### config.mk
export PLATFORM = sky130hd
export DESIGN_NAME = keccak_squeeze_ctrl
export DESIGN_NICKNAME = d
export VERILOG_FILES = /design/src/rtl/keccak_squeeze_ctrl.sv
export SDC_FILE = /design/constraint.sdc
export NUM_CORES = 1
export LEC_CHECK = 0
export ABC_AREA = 1
export ABC_CLOCK_PERIOD_IN_PS = 1900
export CORE_AREA = 2 2 233 235
export DETAILED_ROUTE_END_ITERATION = 8
export DIE_AREA = 0 0 235 237
export DONT_BUFFER_PORTS = 1
export SYNTH_ARGS = -nofsm -noshare
export SYNTH_HDL_FRONTEND = slang
export SYNTH_SLANG_ARGS = --single-unit
export TNS_END_PERCENT = 5
### constraint.sdc
create_clock -name clk -period 1.9 [get_ports clk]
set_input_delay 0.19 -clock clk [delete_from_list [all_inputs] [get_ports clk]]
set_output_delay 0.19 -clock clk [all_outputs]
set_load 0.05 [all_outputs]
### src/rtl/keccak_squeeze_ctrl.sv
// keccak_squeeze_ctrl: Keccak squeeze-phase sequencer.
// Owns the byte-offset counter that feeds the output window unit.
// Streams 256-bit windows on a valid/ready master port.
// Requests a permutation when the rate block is drained.
// Ends SHA3 digests on win_last_i and SHAKE streams on xof_stop_i.
// Ports:
//   clk, rst              clock, synchronous active-high reset
//   squeeze_start_i       begin squeezing (ignored while busy_o)
//   xof_stop_i            pulse: terminate a SHAKE stream
//   keccak_mode_i         0/1 SHA3-256/512, 2/3 SHAKE128/256
//   bytes_squeezed_o      byte offset into the rate block
//   bytes_squeezed_next_i offset of the following beat
//   squeeze_perm_needed_i current beat drains the rate block
//   win_data_i/keep/last  window beat from the window unit
//   perm_start_o          one-cycle permutation request
//   perm_done_i           one-cycle permutation complete
//   m_t*                  stream master port
//   busy_o, done_o        not idle / squeeze finished pulse
module keccak_squeeze_ctrl #(
   parameter int DWIDTH         = 256,
   parameter int CNT_W          = 8,
   parameter int MODE_SEL_WIDTH = 2
) (
   input  logic                      clk,
   input  logic                      rst,
   input  logic                      squeeze_start_i,
   input  logic                      xof_stop_i,
   input  logic [MODE_SEL_WIDTH-1:0] keccak_mode_i,
   output logic [CNT_W-1:0]          bytes_squeezed_o,
   input  logic [CNT_W-1:0]          bytes_squeezed_next_i,
   input  logic                      squeeze_perm_needed_i,
   input  logic [DWIDTH-1:0]         win_data_i,
   input  logic [DWIDTH/8-1:0]       win_keep_i,
   input  logic                      win_last_i,
   output logic                      perm_start_o,
   input  logic                      perm_done_i,
   output logic [DWIDTH-1:0]         m_tdata_o,
   output logic [DWIDTH/8-1:0]       m_tkeep_o,
   output logic                      m_tvalid_o,
   output logic                      m_tlast_o,
   input  logic                      m_tready_i,
   output logic                      busy_o,
   output logic                      done_o
);

   localparam logic [MODE_SEL_WIDTH-1:0] MODE_SHAKE128 =
      MODE_SEL_WIDTH'(2);
   localparam logic [MODE_SEL_WIDTH-1:0] MODE_SHAKE256 =
      MODE_SEL_WIDTH'(3);

   typedef enum logic [1:0] {
      IDLE,
      SQUEEZE,
      PERMUTE
   } state_t;

   state_t                    state;
   state_t                    state_n;
   logic [CNT_W-1:0]          cnt;
   logic [CNT_W-1:0]          cnt_n;
   logic [MODE_SEL_WIDTH-1:0] mode_q;
   logic [MODE_SEL_WIDTH-1:0] mode_n;
   logic                      stop_q;
   logic                      stop_n;
   logic                      perm_q;
   logic                      perm_n;
   logic                      done_q;
   logic                      done_n;
   logic                      xof;
   logic                      stop_now;

   // Only SHAKE streams honour an external stop.
   assign xof = (mode_q == MODE_SHAKE128) ||
                (mode_q == MODE_SHAKE256);
   assign stop_now = xof && xof_stop_i;

   always_ff @(posedge clk) begin
      if (rst) begin
         state  <= IDLE;
         cnt    <= '0;
         mode_q <= '0;
         stop_q <= 1'b0;
         perm_q <= 1'b0;
         done_q <= 1'b0;
      end else begin
         state  <= state_n;
         cnt    <= cnt_n;
         mode_q <= mode_n;
         stop_q <= stop_n;
         perm_q <= perm_n;
         done_q <= done_n;
      end
   end

   always_comb begin
      state_n = state;
      cnt_n   = cnt;
      mode_n  = mode_q;
      stop_n  = stop_q;
      perm_n  = 1'b0;
      done_n  = 1'b0;
      unique case (state)
         IDLE: begin
            if (squeeze_start_i) begin
               mode_n  = keccak_mode_i;
               cnt_n   = '0;
               stop_n  = 1'b0;
               state_n = SQUEEZE;
            end
         end
         SQUEEZE: begin
            // Nothing advances until the beat is accepted,
            // so a stalled beat stays stable.
            if (m_tready_i) begin
               if (win_last_i) begin
                  state_n = IDLE;
                  done_n  = 1'b1;
                  stop_n  = 1'b0;
               end else if (stop_q || stop_now) begin
                  state_n = IDLE;
                  done_n  = 1'b1;
                  stop_n  = 1'b0;
               end else if (squeeze_perm_needed_i) begin
                  cnt_n   = '0;
                  perm_n  = 1'b1;
                  state_n = PERMUTE;
               end else begin
                  cnt_n = bytes_squeezed_next_i;
               end
            end else if (stop_now) begin
               stop_n = 1'b1;
            end
         end
         PERMUTE: begin
            if (stop_now) begin
               stop_n = 1'b1;
            end
            // A running permutation is always allowed to finish;
            // a pending stop only takes effect at its completion.
            if (perm_done_i) begin
               cnt_n = '0;
               if (stop_q || stop_now) begin
                  state_n = IDLE;
                  done_n  = 1'b1;
                  stop_n  = 1'b0;
               end else begin
                  state_n = SQUEEZE;
               end
            end
         end
         default: begin
            state_n = IDLE;
         end
      endcase
   end

   assign m_tvalid_o       = (state == SQUEEZE);
   assign m_tdata_o        = m_tvalid_o ? win_data_i : '0;
   assign m_tkeep_o        = m_tvalid_o ? win_keep_i : '0;
   assign m_tlast_o        = m_tvalid_o && win_last_i;
   assign bytes_squeezed_o = cnt;
   assign perm_start_o     = perm_q;
   assign done_o           = done_q;
   assign busy_o           = (state != IDLE);

endmodule

==> impl_metrics.prom <==
# TYPE chip_impl_metric gauge
chip_impl_metric{name="layout.core_utilization",unit="%"} 18.1
chip_impl_metric{name="timing_worst_slew_pin_value",unit="ps"} 580
chip_impl_metric{name="period_utilization",unit="%"} 96.7
chip_impl_metric{name="final_cell_area",unit="mm^2"} 0.00962
chip_impl_metric{name="antenna_found_initial",unit=""} 16
chip_impl_metric{name="dr_total_vias",unit=""} 5091
chip_impl_metric{name="synthesis.instances",unit=""} 737
chip_impl_metric{name="power.density_cell_area",unit="mW/mm^2"} 1800
chip_impl_metric{name="crit_path_max_fanout",unit=""} 17
chip_impl_info{name="tritoncts_clock_tree",value="built"} 1
chip_impl_metric{name="die-width",unit="um"} 235
chip_impl_metric{name="remaining_drc_errors",unit=""} 0
chip_impl_metric{name="worstRegToRegCells",unit=""} 11
chip_impl_metric{name="hold_viol_final",unit=""} 0
chip_impl_metric{name="post_cts_hold_buffer_count",unit=""} 0
chip_impl_metric{name="cp_slowest_stage_delay",unit="ps"} 350
chip_impl_metric{name="vdd_ir_drop_max",unit="V"} 0.000998
chip_impl_metric{name="ys_seq_area_share",unit="%"} 8.83
chip_impl_info{name="worst_hold_startpoint",value="rst"} 1
chip_impl_metric{name="power_frac_seq",unit="%"} 4.4
chip_impl_info{name="worstPathCellList",value="inv_2 > ha_4 > buf_12 > buf_12 > buf_16 > nand2_1 > inv_1 > buf_12"} 1
chip_impl_metric{name="drt_first_iter_violations",unit=""} 178
chip_impl_metric{name="setup_violations",unit=""} 0
chip_impl_metric{name="grt.overflow.total",unit=""} 0
chip_impl_metric{name="synth-seq-cells",unit=""} 14
chip_impl_metric{name="power_switching",unit="mW"} 9.97
chip_impl_metric{name="yosysUniqueCellTypes",unit=""} 17
chip_impl_info{name="setup.worst_path.start_class",value="register"} 1
chip_impl_info{name="critical-path-slowest-cell",value="dfxtp_2"} 1
chip_impl_metric{name="route.final.wire_length",unit="mm"} 33.5
chip_impl_info{name="endpoint_kind",value="primary output"} 1
chip_impl_metric{name="boundaryPins",unit=""} 607
chip_impl_metric{name="cts_max_path_buffers",unit=""} 2
chip_impl_metric{name="ctsHtreeMaxLevel",unit=""} 1
chip_impl_metric{name="fp.coreArea",unit="mm^2"} 0.0533
chip_impl_metric{name="core.rowCount",unit=""} 85
chip_impl_info{name="setup.worst_path.start",value="state[1]"} 1
chip_impl_metric{name="drive_above_1_share",unit="%"} 33.1
chip_impl_metric{name="cts.sinks",unit=""} 14
chip_impl_metric{name="multi_input_area",unit="mm^2"} 0.00155
chip_impl_metric{name="power_leakage",unit="nW"} 5.81
chip_impl_metric{name="min_delay_path_depth",unit=""} 1
chip_impl_metric{name="area.growth.synth_to_final",unit="%"} 203
chip_impl_info{name="status",value="finished, final reports clean"} 1
chip_impl_metric{name="dr_wl_cell",unit="um"} 19.7
chip_impl_metric{name="dr.pass1.iters",unit=""} 4
chip_impl_metric{name="power_frac_comb",unit="%"} 93.0
chip_impl_metric{name="grt_util_all_layers",unit="%"} 10.5
chip_impl_metric{name="signal_arrival_time_at_the_worst_endpoint",unit="ps"} 1650
chip_impl_metric{name="timing.hold.ws",unit="ps"} 12.5
chip_impl_metric{name="avgSynthCellArea",unit="um^2"} 4.31
chip_impl_metric{name="floorplan.initialDensity",unit="%"} 5.96
chip_impl_metric{name="final_setup_skew",unit="ps"} 2.25
chip_impl_metric{name="max_cap_violations",unit=""} 0
chip_impl_metric{name="yosys_warnings",unit=""} 0
chip_impl_metric{name="fmax",unit="MHz"} 544
chip_impl_metric{name="placed_area",unit="mm^2"} 0.00910
chip_impl_info{name="cpMostUsedCell",value="buf_12"} 1
chip_impl_info{name="worst_hold_path.endpoint",value="bytes_squeezed_o[7]"} 1
chip_impl_metric{name="power.switching_fraction",unit="%"} 57.7
chip_impl_metric{name="grt_first_pass_wirelength",unit="mm"} 40.4
chip_impl_metric{name="first_global_vias",unit=""} 4650
chip_impl_metric{name="clock_power_share",unit="%"} 2.6
chip_impl_metric{name="internal-power",unit="mW"} 7.31
chip_impl_info{name="timing.setup.critical_path_class",value="reg -> out"} 1
chip_impl_info{name="worst_r2r_startpoint",value="state[1]"} 1
chip_impl_metric{name="tritoncts.num_buffers",unit=""} 3
chip_impl_info{name="rr_endpoint",value="bytes_squeezed_o[1]"} 1
chip_impl_metric{name="gp_congestion",unit=""} 0.902
chip_impl_metric{name="vias_per_cell",unit=""} 2.99
chip_impl_metric{name="fin_nets",unit=""} 1307
chip_impl_info{name="ctsRootBufferMaster",value="clkbuf_16"} 1
chip_impl_metric{name="r2r_slack",unit="ps"} 220
chip_impl_metric{name="fin_crit",unit="ps"} 1840
chip_impl_metric{name="netlist_area",unit="mm^2"} 0.00317
chip_impl_metric{name="dp.final_hpwl",unit="mm"} 30.0
chip_impl_metric{name="ff_latch_area",unit="um^2"} 282
chip_impl_metric{name="die_y",unit="um"} 237
chip_impl_metric{name="timing_max_transition_violations_final",unit=""} 0
chip_impl_metric{name="grt_max_degree",unit=""} 92
chip_impl_metric{name="clkSlewWorstSetupHoldPaths",unit="ps"} 50
chip_impl_metric{name="die_area",unit="mm^2"} 0.0557
chip_impl_metric{name="worst_slew_margin",unit="%"} 61.3
chip_impl_info{name="worstHoldPathType",value="in -> reg"} 1
chip_impl_metric{name="worst-endpoint-required",unit="ps"} 1710
chip_impl_metric{name="clock_insertion_delay_at_the_later_pin_of_the_skew_report",unit="ps"} 240
chip_impl_metric{name="synth_nets",unit=""} 1047
chip_impl_metric{name="io_buffers",unit=""} 0
chip_impl_metric{name="layout.filler_cells",unit=""} 5960
chip_impl_metric{name="route.antenna.remaining_nets",unit=""} 0
chip_impl_metric{name="power",unit="mW"} 17.3
## flip-flops by register name, summed over array words and instances, names as in the netlist
| name | flops |
|---|---|
| done_o | 1 |
| mode_q | 1 |
| stop_q | 1 |
| bytes_squeezed_o | 8 |
| perm_start_o | 1 |
| state | 2 |
## cell usage after synthesis, drive strengths merged
cell | instances | area share [%]
nand2 | 331 | 39
inv | 311 | 37
buf | 32 | 6.3
nor2 | 25 | 3.7
dfxtp | 14 | 8.8
nand4 | 8 | 1.6
nand3 | 7 | 1.3
ha | 4 | 1.6
a21oi | 3 | 0.47
clkbuf | 1 | 0.12
o21ai | 1 | 0.16
## metal layers
metal | vias up | wire [um] | part of all wire, % | GRT usage [%]
li1 | 2430 | - | - | -
met1 | 2237 | 11400 | 34 | 10.5
met2 | 370 | 17600 | 53 | 19.3
met3 | 42 | 3410 | 10 | 4.60
met4 | 12 | 973 | 2.9 | 3.30
met5 | - | 84 | 0.25 | 0
## layout by cell type (no fill, tap or decap), drive strengths merged
cell,netlist,final
ha,4,4
inv,311,309
dfxtp,14,14
nand2,331,331
nand4,8,8
diode,0,9
buf,32,281
clkbuf,1,11
nor2,25,25
o21ai,1,1
nand3,7,7
clkinvlp,0,2
a21oi,3,3
## metrics by stage
step | cells | setup WS (ps) | setup TNS, ps
6_report | 1701 | 62.2 | 0
4_1_cts | 1676 | 24.1 | 0
3_3_place_gp | 1670 | 226 | 0
3_5_place_dp | 1670 | 211 | 0
2_1_floorplan | 737 | 53.9 | 0
5_1_grt | 1700 | -6.02 | -27.5
## critical path, delay by kind of cell, from the launching register on
family / cells / cell delay (ps)
simple gates: 1 / 130
buf+inv: 6 / 720
flops: 1 / 350
fa+ha+maj: 1 / 190
## logic make-up after synthesis
family / after synthesis / synth area share [%]
compound gates: 4 / 0.630
fa+ha+maj: 4 / 1.58
buf+inv: 344 / 43.2
flops: 14 / 8.83
simple gates: 371 / 45.8
## power by group through the flow
stage / combinational [mW] / clock (mW) / sequential [mW]
6_report: 16.1 / 0.444 / 0.763
5_1_grt: 16.8 / 0.464 / 0.776
4_1_cts: 15.3 / 0.451 / 0.764
3_5_place_dp: 15.2 / 0 / 0.765
3_3_place_gp: 15.1 / 0 / 0.767
2_1_floorplan: 7.99 / 0 / 0.764
## repair_timing
item	in CTS	in global routing
setup buffers	1	9
gates resized for setup	3	36
gates cloned	1	7
setup endpoints to repair	57	71
pin swaps	0	1
## cell type report
class,instances,share of cell area (%)
diodes,9,0.234
clock buffers,4,0.924
inverters,311,12.2
multi-input cells,379,16.1
flip-flops and latches,14,2.93
well taps,696,9.05
repair buffers,288,58.6
## worst max path at each step
stage / endpoint
floorplan: m_tdata_o[100]
global placement: m_tdata_o[253]
detailed placement: m_tdata_o[253]
CTS: m_tdata_o[175]
global route: m_tdata_o[28]
finish: m_tdata_o[174]
(Power assumes the default switching activity.)
